==> config.mk <==
export PLATFORM = sky130hd
export DESIGN_NAME = hazard_unit
export DESIGN_NICKNAME = d
export VERILOG_FILES = /design/src/rtl/hazard_unit_pkg.sv /design/src/rtl/hazard_md_scoreboard.sv /design/src/rtl/hazard_unit.sv
export SDC_FILE = /design/constraint.sdc
export NUM_CORES = 1
export LEC_CHECK = 0
export BUFFER_PORTS_ARGS = -buffer_cell sky130_fd_sc_hd__buf_2
export CAP_MARGIN = 20
export CORE_ASPECT_RATIO = 1.75
export CORE_MARGIN = 2
export CORE_UTILIZATION = 30
export CTS_CLUSTER_DIAMETER = 100
export CTS_CLUSTER_SIZE = 20
export DETAILED_ROUTE_END_ITERATION = 10
export HOLD_SLACK_MARGIN = 0.03
export PLACE_DENSITY = 0.52
export SLEW_MARGIN = 20
export SYNTH_ARGS = -nofsm -noshare
export SYNTH_HDL_FRONTEND = slang
export SYNTH_SLANG_ARGS = --single-unit
==> constraint.sdc <==
create_clock -name clk -period 2.4 [get_ports clk]
set_input_delay 0 -clock clk [delete_from_list [all_inputs] [get_ports clk]]
set_output_delay 0 -clock clk [all_outputs]
set_load 0.02 [all_outputs]
==> src/rtl/hazard_unit_pkg.sv <==
// Shared constants for the hazard/forwarding controller: forwarding
// stage indices, shadow-entry bit layout and stage-control bit order.
package hazard_unit_pkg;

    // Forwarding select values: 0 = register file, k = pipeline stage k after ID.
    localparam int unsigned FWD_NONE = 0;
    localparam int unsigned FWD_EXE  = 1;
    localparam int unsigned FWD_MEM  = 2;
    localparam int unsigned FWD_WB   = 3;

    // Shadow entry layout, MSB to LSB: {valid, wen, addr[addr_w-1:0], is_load}.
    localparam int unsigned SH_LOAD_BIT = 0;
    localparam int unsigned SH_ADDR_LSB = 1;

    function automatic int unsigned sh_width(input int unsigned addr_w);
        return addr_w + 3;
    endfunction

    function automatic int unsigned sh_wen_bit(input int unsigned addr_w);
        return addr_w + 1;
    endfunction

    function automatic int unsigned sh_valid_bit(input int unsigned addr_w);
        return addr_w + 2;
    endfunction

    // Bit order of the internal stage enable/reset vectors.
    typedef enum logic [2:0] {
        STG_IF  = 3'd0,
        STG_ID  = 3'd1,
        STG_EXE = 3'd2,
        STG_MEM = 3'd3,
        STG_WB  = 3'd4
    } stage_t;

    localparam int unsigned NUM_STAGES = 5;

endpackage

==> src/rtl/hazard_md_scoreboard.sv <==
// MUL/DIV scoreboard: latency counter, destination register, busy/done
// flags and the structural / RAW / WAW stall against the in-flight op.
module hazard_md_scoreboard
    import hazard_unit_pkg::*;
#(
    parameter int unsigned ADDR_W  = 5,
    parameter int unsigned NUM_SRC = 2,
    parameter int unsigned MD_LAT  = 4
) (
    input  logic                      clk,
    input  logic                      rst,
    input  logic                      advance,
    input  logic                      issue,
    input  logic [NUM_SRC*ADDR_W-1:0] src_addr,
    input  logic [NUM_SRC-1:0]        src_used,
    input  logic [ADDR_W-1:0]         dst_addr,
    input  logic                      wen,
    input  logic                      is_md,
    output logic                      busy,
    output logic                      done,
    output logic                      md_stall,
    output logic [ADDR_W-1:0]         dst
);

    localparam int unsigned CNT_W = $clog2(MD_LAT + 1);

    logic [CNT_W-1:0] cnt;
    logic             late;
    logic             raw_waw;

    assign busy = (cnt != '0);
    assign done = (cnt == CNT_W'(1));
    // In the write-back cycle the result is available, so nothing waits on it.
    assign late = (cnt > CNT_W'(1));

    // Load the latency on an accepted issue, otherwise count down while running.
    always_ff @(posedge clk or negedge rst) begin
        if (!rst) begin
            cnt <= '0;
            dst <= '0;
        end else if (issue) begin
            cnt <= CNT_W'(MD_LAT);
            dst <= dst_addr;
        end else if (advance && busy) begin
            cnt <= cnt - CNT_W'(1);
        end
    end

    // Stall ID on a second MD issue or on any register overlap with the MD target.
    always_comb begin
        raw_waw = 1'b0;
        for (int unsigned i = 0; i < NUM_SRC; i++) begin
            if (src_used[i] && (src_addr[i*ADDR_W +: ADDR_W] == dst))
                raw_waw = 1'b1;
        end
        if (wen && (dst_addr == dst))
            raw_waw = 1'b1;
        if (dst == '0)
            raw_waw = 1'b0;
        md_stall = late && (is_md || raw_waw);
    end

endmodule

==> src/rtl/hazard_unit.sv <==
// Hazard, forwarding and stall controller: tracks in-flight destinations
// in a shadow pipeline, picks forwarding sources, raises load-use and
// MUL/DIV stalls, and drives the per-stage enable/reset controls.
module hazard_unit
    import hazard_unit_pkg::*;
#(
    parameter int unsigned ADDR_W     = 5,
    parameter int unsigned NUM_SRC    = 2,
    parameter int unsigned FWD_STAGES = 3,
    parameter int unsigned LOAD_STAGE = 2,
    parameter int unsigned MD_LAT     = 4,
    parameter int unsigned SEL_W      = $clog2(FWD_STAGES + 1)
) (
    input  logic                      clk,
    input  logic                      rst,
    input  logic                      debug_en,
    input  logic                      debug_step,
    input  logic                      id_valid,
    input  logic [NUM_SRC*ADDR_W-1:0] id_src_addr,
    input  logic [NUM_SRC-1:0]        id_src_used,
    input  logic [ADDR_W-1:0]         id_dst_addr,
    input  logic                      id_wen,
    input  logic                      id_is_load,
    input  logic                      id_is_md,
    input  logic                      redirect,
    output logic [NUM_SRC*SEL_W-1:0]  fwd_sel,
    output logic                      stall,
    output logic                      md_busy,
    output logic                      md_done,
    output logic [ADDR_W-1:0]         md_dst,
    output logic                      if_en,
    output logic                      id_en,
    output logic                      exe_en,
    output logic                      mem_en,
    output logic                      wb_en,
    output logic                      if_rst,
    output logic                      id_rst,
    output logic                      exe_rst,
    output logic                      mem_rst,
    output logic                      wb_rst
);

    localparam int unsigned ENT_W     = sh_width(ADDR_W);
    localparam int unsigned WEN_BIT   = sh_wen_bit(ADDR_W);
    localparam int unsigned VALID_BIT = sh_valid_bit(ADDR_W);

    logic                             step_q;
    logic                             step_edge;
    logic                             advance;
    logic [FWD_STAGES:1][ENT_W-1:0]   shadow;
    logic [ENT_W-1:0]                 new_ent;
    logic                             load_use;
    logic                             md_stall;
    logic                             md_issue;
    logic [ADDR_W-1:0]                src;
    logic                             hit;
    logic [NUM_STAGES-1:0]            stage_en;
    logic [NUM_STAGES-1:0]            stage_rst;

    // Pipeline moves when not in debug, or for exactly one cycle on a step edge.
    assign step_edge = debug_step && !step_q;
    assign advance   = !debug_en || step_edge;

    assign new_ent  = {1'b1, id_wen, id_dst_addr, id_is_load};
    assign stall    = id_valid && (load_use || md_stall);
    assign md_issue = id_valid && id_is_md && !stall && advance;

    // Remember the previous step level so a held step request acts only once.
    always_ff @(posedge clk or negedge rst) begin
        if (!rst)
            step_q <= 1'b0;
        else
            step_q <= debug_step;
    end

    // Shift the destination shadow; a stalled or empty ID inserts a bubble.
    always_ff @(posedge clk or negedge rst) begin
        if (!rst) begin
            shadow <= '0;
        end else if (advance) begin
            for (int unsigned k = 2; k <= FWD_STAGES; k++)
                shadow[k] <= shadow[k-1];
            shadow[1] <= (id_valid && !stall) ? new_ent : '0;
        end
    end

    // Youngest matching producer wins; a load too young to forward raises load-use.
    always_comb begin
        fwd_sel  = '0;
        load_use = 1'b0;
        src      = '0;
        hit      = 1'b0;
        for (int unsigned i = 0; i < NUM_SRC; i++) begin
            src = id_src_addr[i*ADDR_W +: ADDR_W];
            hit = 1'b0;
            fwd_sel[i*SEL_W +: SEL_W] = SEL_W'(FWD_NONE);
            if (id_src_used[i] && (src != '0)) begin
                for (int unsigned k = 1; k <= FWD_STAGES; k++) begin
                    if (!hit && shadow[k][VALID_BIT] && shadow[k][WEN_BIT] &&
                        (shadow[k][SH_ADDR_LSB +: ADDR_W] == src)) begin
                        hit = 1'b1;
                        fwd_sel[i*SEL_W +: SEL_W] = SEL_W'(k);
                        if (shadow[k][SH_LOAD_BIT] && (k < LOAD_STAGE))
                            load_use = 1'b1;
                    end
                end
            end
        end
    end

    hazard_md_scoreboard #(
        .ADDR_W  (ADDR_W),
        .NUM_SRC (NUM_SRC),
        .MD_LAT  (MD_LAT)
    ) u_md (
        .clk      (clk),
        .rst      (rst),
        .advance  (advance),
        .issue    (md_issue),
        .src_addr (id_src_addr),
        .src_used (id_src_used),
        .dst_addr (id_dst_addr),
        .wen      (id_wen),
        .is_md    (id_is_md),
        .busy     (md_busy),
        .done     (md_done),
        .md_stall (md_stall),
        .dst      (md_dst)
    );

    // Stage controls by priority: reset, debug freeze, stall, redirect, run.
    always_comb begin
        stage_en  = '1;
        stage_rst = '0;
        if (!rst) begin
            stage_rst = '1;
        end else if (!advance) begin
            stage_en = '0;
        end else if (stall) begin
            stage_en[STG_IF]   = 1'b0;
            stage_en[STG_ID]   = 1'b0;
            stage_rst[STG_EXE] = 1'b1;
        end else if (redirect) begin
            stage_rst[STG_ID] = 1'b1;
        end
    end

    assign if_en   = stage_en[STG_IF];
    assign id_en   = stage_en[STG_ID];
    assign exe_en  = stage_en[STG_EXE];
    assign mem_en  = stage_en[STG_MEM];
    assign wb_en   = stage_en[STG_WB];
    assign if_rst  = stage_rst[STG_IF];
    assign id_rst  = stage_rst[STG_ID];
    assign exe_rst = stage_rst[STG_EXE];
    assign mem_rst = stage_rst[STG_MEM];
    assign wb_rst  = stage_rst[STG_WB];

endmodule

# Yosys cells after proc, flatten, opt, wreduce, memory -nomap -nowiden
# Index checks and enable logic that the tools add are counted.
[totals] ff_bits=33 input_bits=26 wordCells=101
[op_classes] add_sub_neg=1 magnitude_cmp=1 eq_ne=10 muxes=40 n_reduce_logical=43
[op_table] op="$eq A5 B5 Y1" n=9
[op_table] op="$logic_and A1 B1 Y1" n=28
[op_table] op="$mux W1" n=24
[op_table] op="$mux W2" n=11
[op_table] op="$reduce_bool A5 Y1" n=2
[op_table] op="$mux W3" n=3
[op_table] op="$mux W8" n=1
[op_table] op="$logic_not A1 Y1" n=7
[op_table] op="$logic_not A5 Y1" n=1
[op_table] op="$mux W5" n=1
[op_table] op="$eq A3 B1 Y1 const B" n=1
[op_table] op="$gt A3 B1 Y1 const B" n=1
[op_table] op="$logic_or A1 B1 Y1" n=3
[op_table] op="$reduce_bool A3 Y1" n=1
[op_table] op="$sub A3 B1 Y3 const B" n=1
[op_table] op="$reduce_bool A2 Y1" n=1

# Depth between registers and ports, before layout
# Gate-level depths: netlist of run 1.
[depth] depth_word=16 mapped_depth=8 depth_no_buf=7

# Cells and area by module
# A second synthesis of run 1 with hierarchy kept.
[unflattened] cells_unflattened=228 hier_area_um2=1978.1
[by_module_without_submodules] module="hazard_unit" n_inst=1 cells_per_inst=173 area_per_inst_um2=1410.1 seq_area_each_um2=575.6
[by_module_without_submodules] module="hazard_md_scoreboard" n_inst=1 cells_per_inst=55 area_per_inst_um2=568.0 seq_area_each_um2=200.2

# Worst setup path before layout of run 1
# Ideal clock, no wire load.
[synth_path] kind="register -> output" start="register u_md.dst[4]" end="output if_en" arrival_ps=2455 setup_slack_ps=-55 path_stages_with_launch=8 path_cell_list="dfrtp_1 -> xor2_1 -> nor4_1 -> and3_1 -> or4_1 -> a21o_2 -> a21boi_0 -> buf_4"
[synth_between] elab_chain_len=13 word_cells_on_any_way=18 cone_classes="eq/ne: 3; mux: 7; reduce/logical: 8"
[synth_lines] item="start, declared" line="hazard_md_scoreboard.sv:22" text="output logic [ADDR_W-1:0] dst"
[synth_lines] item="start signal, assigned" line="hazard_md_scoreboard.sv:43" text="dst <= dst_addr;"
[synth_lines] item="$eq A5 B5 Y1" line="hazard_md_scoreboard.sv:53" text="if (src_used[i] && (src_addr[i*ADDR_W +: ADDR_W] == dst))"
[synth_lines] item="$logic_and A1 B1 Y1" line="hazard_md_scoreboard.sv:53"
[synth_lines] item="$mux W1 (2 in a row)" line="hazard_md_scoreboard.sv:53"
[synth_lines] item="$mux W1" line="hazard_md_scoreboard.sv:56" text="if (wen && (dst_addr == dst))"
[synth_lines] item="$mux W1 *" line="hazard_md_scoreboard.sv:58" text="if (dst == '0)"
[synth_lines] item="$logic_or A1 B1 Y1 *" line="hazard_md_scoreboard.sv:60" text="md_stall = late && (is_md || raw_waw);"
[synth_lines] item="$logic_and A1 B1 Y1 *" line="hazard_md_scoreboard.sv:60"
[synth_lines] item="$logic_or A1 B1 Y1 *" line="hazard_unit.sv:65" text="assign stall = id_valid && (load_use || md_stall);"
[synth_lines] item="$logic_and A1 B1 Y1 *" line="hazard_unit.sv:65"
[synth_lines] item="$mux W2 *" line="hazard_unit.sv:139" text="end else if (stall) begin"
[synth_lines] item="$mux W2 *" line="hazard_unit.sv:137" text="end else if (!advance) begin"
[synth_lines] item="$mux W5 *" line="hazard_unit.sv:135" text="if (!rst) begin"
[synth_lines] item="end, declared" line="hazard_unit.sv:31" text="output logic if_en,"
# Mark *: on every way between the ends. The rest lies on a longest branch, timed or not.

# Worst setup path in the final report of run 1
[layout_path] start="register shadow[4] (netlist bit)" end="output exe_rst"
[layout_between] elab_chain_len=12 word_cells_on_any_way=14 cone_classes="eq/ne: 2; mux: 8; reduce/logical: 4"
[layout_lines] item="start, declared" line="hazard_unit.sv:50" text="logic [FWD_STAGES:1][ENT_W-1:0] shadow;"
[layout_lines] item="start signal, assigned by index" line="hazard_unit.sv:82" text="shadow[k] <= shadow[k-1];"
[layout_lines] item="$eq A5 B5 Y1" line="hazard_unit.sv:100" text="(shadow[k][SH_ADDR_LSB +: ADDR_W] == src)) begin"
[layout_lines] item="$logic_and A1 B1 Y1" line="hazard_unit.sv:99" text="if (!hit && shadow[k][VALID_BIT] && shadow[k][WEN_BIT] &&"
[layout_lines] item="$mux W1" line="hazard_unit.sv:99"
[layout_lines] item="$mux W1" line="hazard_unit.sv:97" text="if (id_src_used[i] && (src != '0)) begin"
[layout_lines] item="$mux W1" line="hazard_unit.sv:103" text="if (shadow[k][SH_LOAD_BIT] && (k < LOAD_STAGE))"
[layout_lines] item="$mux W1" line="hazard_unit.sv:99"
[layout_lines] item="$mux W1 *" line="hazard_unit.sv:97"
[layout_lines] item="$logic_or A1 B1 Y1 *" line="hazard_unit.sv:65"
[layout_lines] item="$logic_and A1 B1 Y1 *" line="hazard_unit.sv:65"
[layout_lines] item="$mux W1 *" line="hazard_unit.sv:139"
[layout_lines] item="$mux W2 *" line="hazard_unit.sv:137"
[layout_lines] item="$mux W2 *" line="hazard_unit.sv:135"
[layout_lines] item="end, declared" line="hazard_unit.sv:38" text="output logic exe_rst,"
# Marks and branches as above.

==> key figures, run 1 <==
Outcome
  • Status: finished clean

STA
  • Setup WS post-layout: 0.0932 ns
  • Final Cycle Share: 96.1%
  • RSZ-0062 raised after global routing: false
  • Final setup viols: 0
  • Fin. Hold Viols: 0
  • Final Max Tran Viols: 0
  • Worst-Margin Slew: 0.833 ns
  • Relative slew slack: 44.5%
  • Setup Skew: 0.00360 ns
  • Hold WS: 0.0351 ns
  • Max Fclk: 434 MHz
  • Minimum clock period after layout: 2.31 ns

Clock tree
  • Skew-Pair Late Insertion Delay: 0.28 ns
  • Clock Path Buffers: 2
  • Number of CTS-inserted buffers: 5
  • Root buffer cell: clkbuf_16
  • TritonCTS clock tree: built
  • Clock transition at path regs: 0.05 ns
  • Clock sink count: 31
  • Htree depth: 2

GRT
  • Global-route wire length before repair: 9.18 mm
  • Largest net degree at the start of global routing: 23
  • Vias in the first global route: 1776
  • GR Util All Layers: 16.4%
  • Initial antenna violation count: 0
  • GRT overflow: 0

Power
  • Maximum vdd drop: 0.599 mV
  • Pwr dens: 903 nW/um2
  • Total power: 2.34 mW
  • Lkg Pwr: 1.22 nW

Place
  • Worst slack, placed: 0.0113 ns
  • Inst Count DP: 334
  • Detailed Place HPWL: 4.14 mm
  • Port bufs: 47
  • RD Place Congestion: 0.800

Worst setup path
  • Crit-path cells: xor2_1 > nor4_2 > nand4_1 > o32ai_4 > a21oi_4 > o21ai_1 > buf_2
  • Worst reg-to-reg setup slack: 0.09 ns
  • Critical Path Max Stage Delay: 0.44 ns
  • Crit path launch type: register
  • CP Class: register to primary output
  • Worst EP required: 2.40 ns
  • Crit-path max FO: 7
  • Critical Path Slowest Stage Cell: dfrtp_1
  • Setup crit end kind: primary output
  • CP Data Arrival Time: 2.31 ns

Finish
  • Antenna diodes: 0
  • Most common cell after layout, fill and taps aside: nand2_1
  • Fillers: 701
  • Final net count: 298
  • Post-Layout Cell Count: 352
  • Fraction of layout cells with a size suffix above 1: 28.1%
  • Area growth from synthesis to layout: 27.9%
  • Most frequent cells in the layout: nand2_1 (48), buf_2 (44), dfrtp_1 (30)

Route
  • # DRC: 0
  • DR iter-0 viols: 41
  • Routed Antenna Nets: 0
  • DRT Wirelength: 5.48 mm
  • Via-per-instance ratio: 4.83
  • Routed len/inst: 15.6 um
  • DRT Pass-1 Iters: 3
  • Vias: 1701

Floorplanning
  • Core area: 6540 um2
  • Die X: 66.1 um
  • Die Y: 113 um
  • # rows: 39
  • Io pins: 48
  • Die area: 7440 um2
  • Starting density of the core: 30.9%

Synthesis
  • Post-synthesis cell type count: 37
  • Mapped Cells: 221
  • Synth Area per Inst: 9.15 um2
  • Cell Area, Synth: 2020 um2
  • Register area share after synthesis: 38.3%
  • Yosys warns: 0
  • Syn_nets: 250
  • Synth Register Bits: 31

Run
  • Max_cap viols: 0

Worst hold path
  • Hold Crit Class: input port to register
## synthesized netlist by cell type
library cell  number  area, um2
or4_1              4       30.0
buf_4              5       37.5
nor2_1             3       11.3
xnor2_1           20        175
a21oi_1            6       30.0
clkbuf_1          10       37.5
nand2b_1           3       18.8
nand3_1            1       5.00
nand2_1           48        180
or2_2              1       6.26
o21ai_2            1       8.76
o21ai_0            4       20.0
inv_1              5       18.8
dfrtp_1           31        776
a211oi_1           1       7.51
mux2_2             5       56.3
a21o_2             1       8.76
nand4_1            6       37.5
o211a_1            1       10.0
nor4_1             6       37.5
buf_2              4       20.0
a31oi_1            1       6.26
xor2_1            26        228
buf_6              1       11.3
or3_1              1       6.26
o32ai_2            1       16.3
o21a_1             2       15.0
nor2b_1            1       6.26
nor3_1             1       5.00
a21boi_0           2       15.0
o22ai_1            1       6.26
ha_1               3       37.5
and3_1             3       18.8
a32o_1             6       60.1
nor4b_4            1       23.8
and2_1             4       25.0
o32a_1             1       10.0
## state kept, by name (all words and copies together), names as in the netlist
name / flops
shadow: 22
u_md.dst: 5
u_md.cnt: 3
step_q: 1
## kinds of logic after synthesis
| kind of cell | share of synthesized area [%] |
|---|---|
| simple gates | 20.3 |
| xor+xnor | 19.9 |
| flops | 38.3 |
| compound gates | 10.6 |
| buf+inv | 6.18 |
| mux | 2.78 |
| fa+ha+maj | 1.86 |
## repair_timing
action / 4_1_cts / 5_1_grt
hold endpoints to repair: 22 / 0
buffers inserted: 1 / 2
endpoints found under the setup margin: 7 / 10
pin swaps: 2 / 1
hold buffers: 7 / 0
gates resized for setup: 3 / 9
## where the power goes
group | internal [mW] | switching (mW)
logic | 0.394 | 0.433
registers | 0.658 | 0.191
clock network | 0.441 | 0.218
total | 1.49 | 0.842
## per-stage QoR
step	utilization (%)	instance area, um2	setup TNS (ns)
2_1_floorplan	-	2020	0
3_3_place_gp	34.9	2280	0
3_5_place_dp	34.9	2280	0
4_1_cts	38.8	2540	-0.00919
5_1_grt	39.6	2590	0
6_report	39.6	2590	0
## final timing paths
| check | start | endpoint | cells past startpoint |
|---|---|---|---|
| max | shadow[4]$_DFFE_PN0P_ | exe_rst | 7 |
| min | id_dst_addr[3] | u_md.dst[3]$_DFFE_PN0P_ | 2 |
| max reg2reg | u_md.dst[1]$_DFFE_PN0P_ | u_md.dst[3]$_DFFE_PN0P_ | 5 |
| min reg2reg | shadow[23]$_DFFE_PN0P_ | shadow[23]$_DFFE_PN0P_ | 2 |
| max in group asynchronous | rst | u_md.dst[3]$_DFFE_PN0P_ | 3 |
| min in group asynchronous | rst | shadow[9]$_DFFE_PN0P_ | 2 |
## worst max-delay path: cells and delay by family, from the launching register on
family	cells	cell delay, ns
AO/OA/AOI/OAI	3	0.66
AND/OR/NAND/NOR	2	0.56
flip-flops	1	0.44
XOR/XNOR	1	0.19
buffers and inverters	1	0.18
## cell type report
class / count / area, um2 / share of cell area (%)
Clock buffer: 8 / 156 / 6.04
Inverter: 5 / 18.8 / 0.725
Multi-Input combinational cell: 165 / 1170 / 45.1
Sequential cell: 31 / 777 / 30.0
Tap cell: 82 / 103 / 3.97
Timing Repair Buffer: 61 / 365 / 14.1
## metal layers
metal  wire (um)  track usage (%)  part of all wire, %  up-vias
met3         206             1.70                  3.8        6
met4         106             6.94                  1.9        0
met1        2260             19.7                   41      814
met2        2910             28.7                   53       46
li1            -                -                    -      835
met5           0                0                    0        -
Note: power is estimated with default switching activity, not from simulation.
==> inputs of run 2 (changes only) <==
clock period = 2.5 ns   (was 2.4 ns; I/O delays follow)
==> run 2 against run 1 <==
Compared with the run above: sequential power decreased by 3.3%; sequential share of layout area increased by 0.87 points; clock-buffer cell count decreased by 2; clock power decreased by 9.3%.
==> key figures, run 2 (synthesis results as in run 1) <==
Finish
  • Largest regs: shadow (22), u_md.dst (5), u_md.cnt (3)
  • Fraction of layout cells with a size suffix above 1: 26.3%
  • Cell area after layout: 2520 um2
  • Most frequent cells in the layout: nand2_1 (48), buf_2 (47), dfrtp_1 (29)
  • Final net count: 295
  • Area growth from synthesis to layout: 24.5%
  • Max reg flops: 22
  • Largest reg by FF count: shadow
  • Most common cell after layout, fill and taps aside: nand2_1
  • Post-Layout Cell Count: 348
  • Antenna diodes: 0

STA
  • Setup Skew: 0.00399 ns
  • Fin. Hold Viols: 0
  • Hold WS: 0.0308 ns
  • Setup TNS: 0 ns
  • Worst-Margin Slew: 0.837 ns
  • Max Fclk: 419 MHz
  • Final setup viols: 0
  • Minimum clock period after layout: 2.39 ns
  • Relative slew slack: 44.2%
  • RSZ-0062 raised after global routing: true
  • Final Cycle Share: 95.4%
  • Final Max Tran Viols: 0

GRT
  • Largest net degree at the start of global routing: 25
  • GR Util All Layers: 15.3%
  • Vias in the first global route: 1709
  • Initial antenna violation count: 0
  • GRT overflow: 0
  • Global-route wire length before repair: 8.61 mm

Worst setup path
  • CP Data Arrival Time: 2.39 ns
  • Crit-path max FO: 7
  • Reg2Reg Depth: 4
  • Crit path launch type: register
  • Worst reg2reg path startpoint: u_md.dst[0]$_DFFE_PN0P_
  • R2R Path End: u_md.dst[3]$_DFFE_PN0P_
  • CP Class: register to primary output
  • Setup crit end kind: primary output
  • Worst EP required: 2.50 ns
  • Worst reg-to-reg setup slack: 0.12 ns

Place
  • Inst Count DP: 332
  • Detailed Place HPWL: 4.09 mm
  • Port bufs: 47
  • Area of placed instances: 2270 um2
  • RD Place Congestion: 0.849

Route
  • Routed Antenna Nets: 0
  • DR iter-0 viols: 53
  • Vias: 1654
  • DRT Pass-1 Iters: 4
  • DRT Wirelength: 5.23 mm
  • Via-per-instance ratio: 4.75
  • Routed len/inst: 15.0 um
  • # DRC: 0

Clock tree
  • Clock transition at path regs: 0.05 ns
  • Clock Path Buffers: 2
  • Root buffer cell: clkbuf_16
  • Clock sink count: 31
  • Number of CTS-inserted buffers: 5
  • Htree depth: 2
  • TritonCTS clock tree: built
  • Skew-Pair Late Insertion Delay: 0.28 ns

Worst hold path
  • Hold path depth: 2
  • Hold Startpoint: id_dst_addr[0]
  • Worst Hold Endpoint: u_md.dst[0]$_DFFE_PN0P_
  • Hold Crit Class: input port to register

Power
  • Lkg Pwr: 1.19 nW
  • Maximum vdd drop: 0.558 mV
  • Pwr dens: 849 nW/um2

Outcome
  • Status: finished clean

Floorplanning
  • Die X: 66.1 um
  • Die area: 7440 um2
  • Die Y: 113 um
  • Core area: 6540 um2
  • Starting density of the core: 30.9%
  • # rows: 39
  • Io pins: 48

Run
  • Max_cap viols: 0
[run 2: cell count changes in the layout (fill, tap and decap cells not counted), sizes merged]
cell / before / now
clkbuf: 8 / 6
buf: 54 / 50
clkinv: 0 / 1
dlygate4sd3: 7 / 8
[run 2: timing repair]
item / in CTS / in global routing
hold buffers: 8 / 0
gates resized for setup: 1 / 4
buffers inserted: 0 / 1
endpoints found under the hold margin: 42 / 0
endpoints found under the setup margin: 1 / 10
pin swaps: 0 / 2
[run 2: cell type report]
| class | count | area (um2) |
|---|---|---|
| clock buffer | 6 | 139 |
| timing repair buffer | 58 | 338 |
| multi-input combinational | 165 | 1140 |
| sequential | 31 | 778 |
| inverter | 5 | 18.8 |
| clock inverter | 1 | 5.00 |
| fill | 717 | 4020 |
| tap | 82 | 103 |
[run 2: worst max-delay path: stages (launching register included)]
cell and delay (ns):
dfrtp_2 0.46, xor2_1 0.20, nor4_1 0.08, and3_1 0.16
or4_1 0.54, a21oi_2 0.35, o21ai_0 0.14, buf_2 0.18
[run 2: worst max-delay path by stage]
| stage | from | to | slack (ns) | depth (start not counted) |
|---|---|---|---|---|
| final | u_md.dst[3]$_DFFE_PN0P_ | exe_rst | 0.11 | 7 |
| after global routing | shadow[4]$_DFFE_PN0P_ | exe_rst | -0.02 | 8 |
| after detailed placement | u_md.dst[0]$_DFFE_PN0P_ | u_md.dst[3]$_DFFE_PN0P_ | 0.11 | 4 |
| after global placement | u_md.dst[0]$_DFFE_PN0P_ | u_md.dst[3]$_DFFE_PN0P_ | 0.13 | 4 |
| after CTS | u_md.dst[3]$_DFFE_PN0P_ | exe_rst | 0.03 | 7 |
| after floorplan | u_md.dst[4]$_DFFE_PN0P_ | if_en | 0.04 | 7 |
[run 2: where the power goes]
group	switching, mW	internal, mW
Sequential	0.187	0.633
Clock	0.210	0.388
Combinational	0.382	0.338
[run 2: per-layer routing]
metal	wire [um]	vias to the layer above	track usage [%]
met3	161	8	2.00
met5	0	-	0
met4	116	0	6.67
met2	2860	30	27.3
li1	-	827	-
met1	2080	789	17.6
[run 2: metrics by stage]
| stage | worst slack (ns) | total power, mW | utilization [%] |
|---|---|---|---|
| after floorplan | 0.0450 | 1.31 | - |
| after global placement | 0.130 | 1.53 | 34.7 |
| after detailed placement | 0.106 | 1.54 | 34.7 |
| after CTS | 0.0328 | 2.16 | 38.2 |
| after global routing | -0.0175 | 2.27 | 38.5 |
| final | 0.115 | 2.14 | 38.5 |
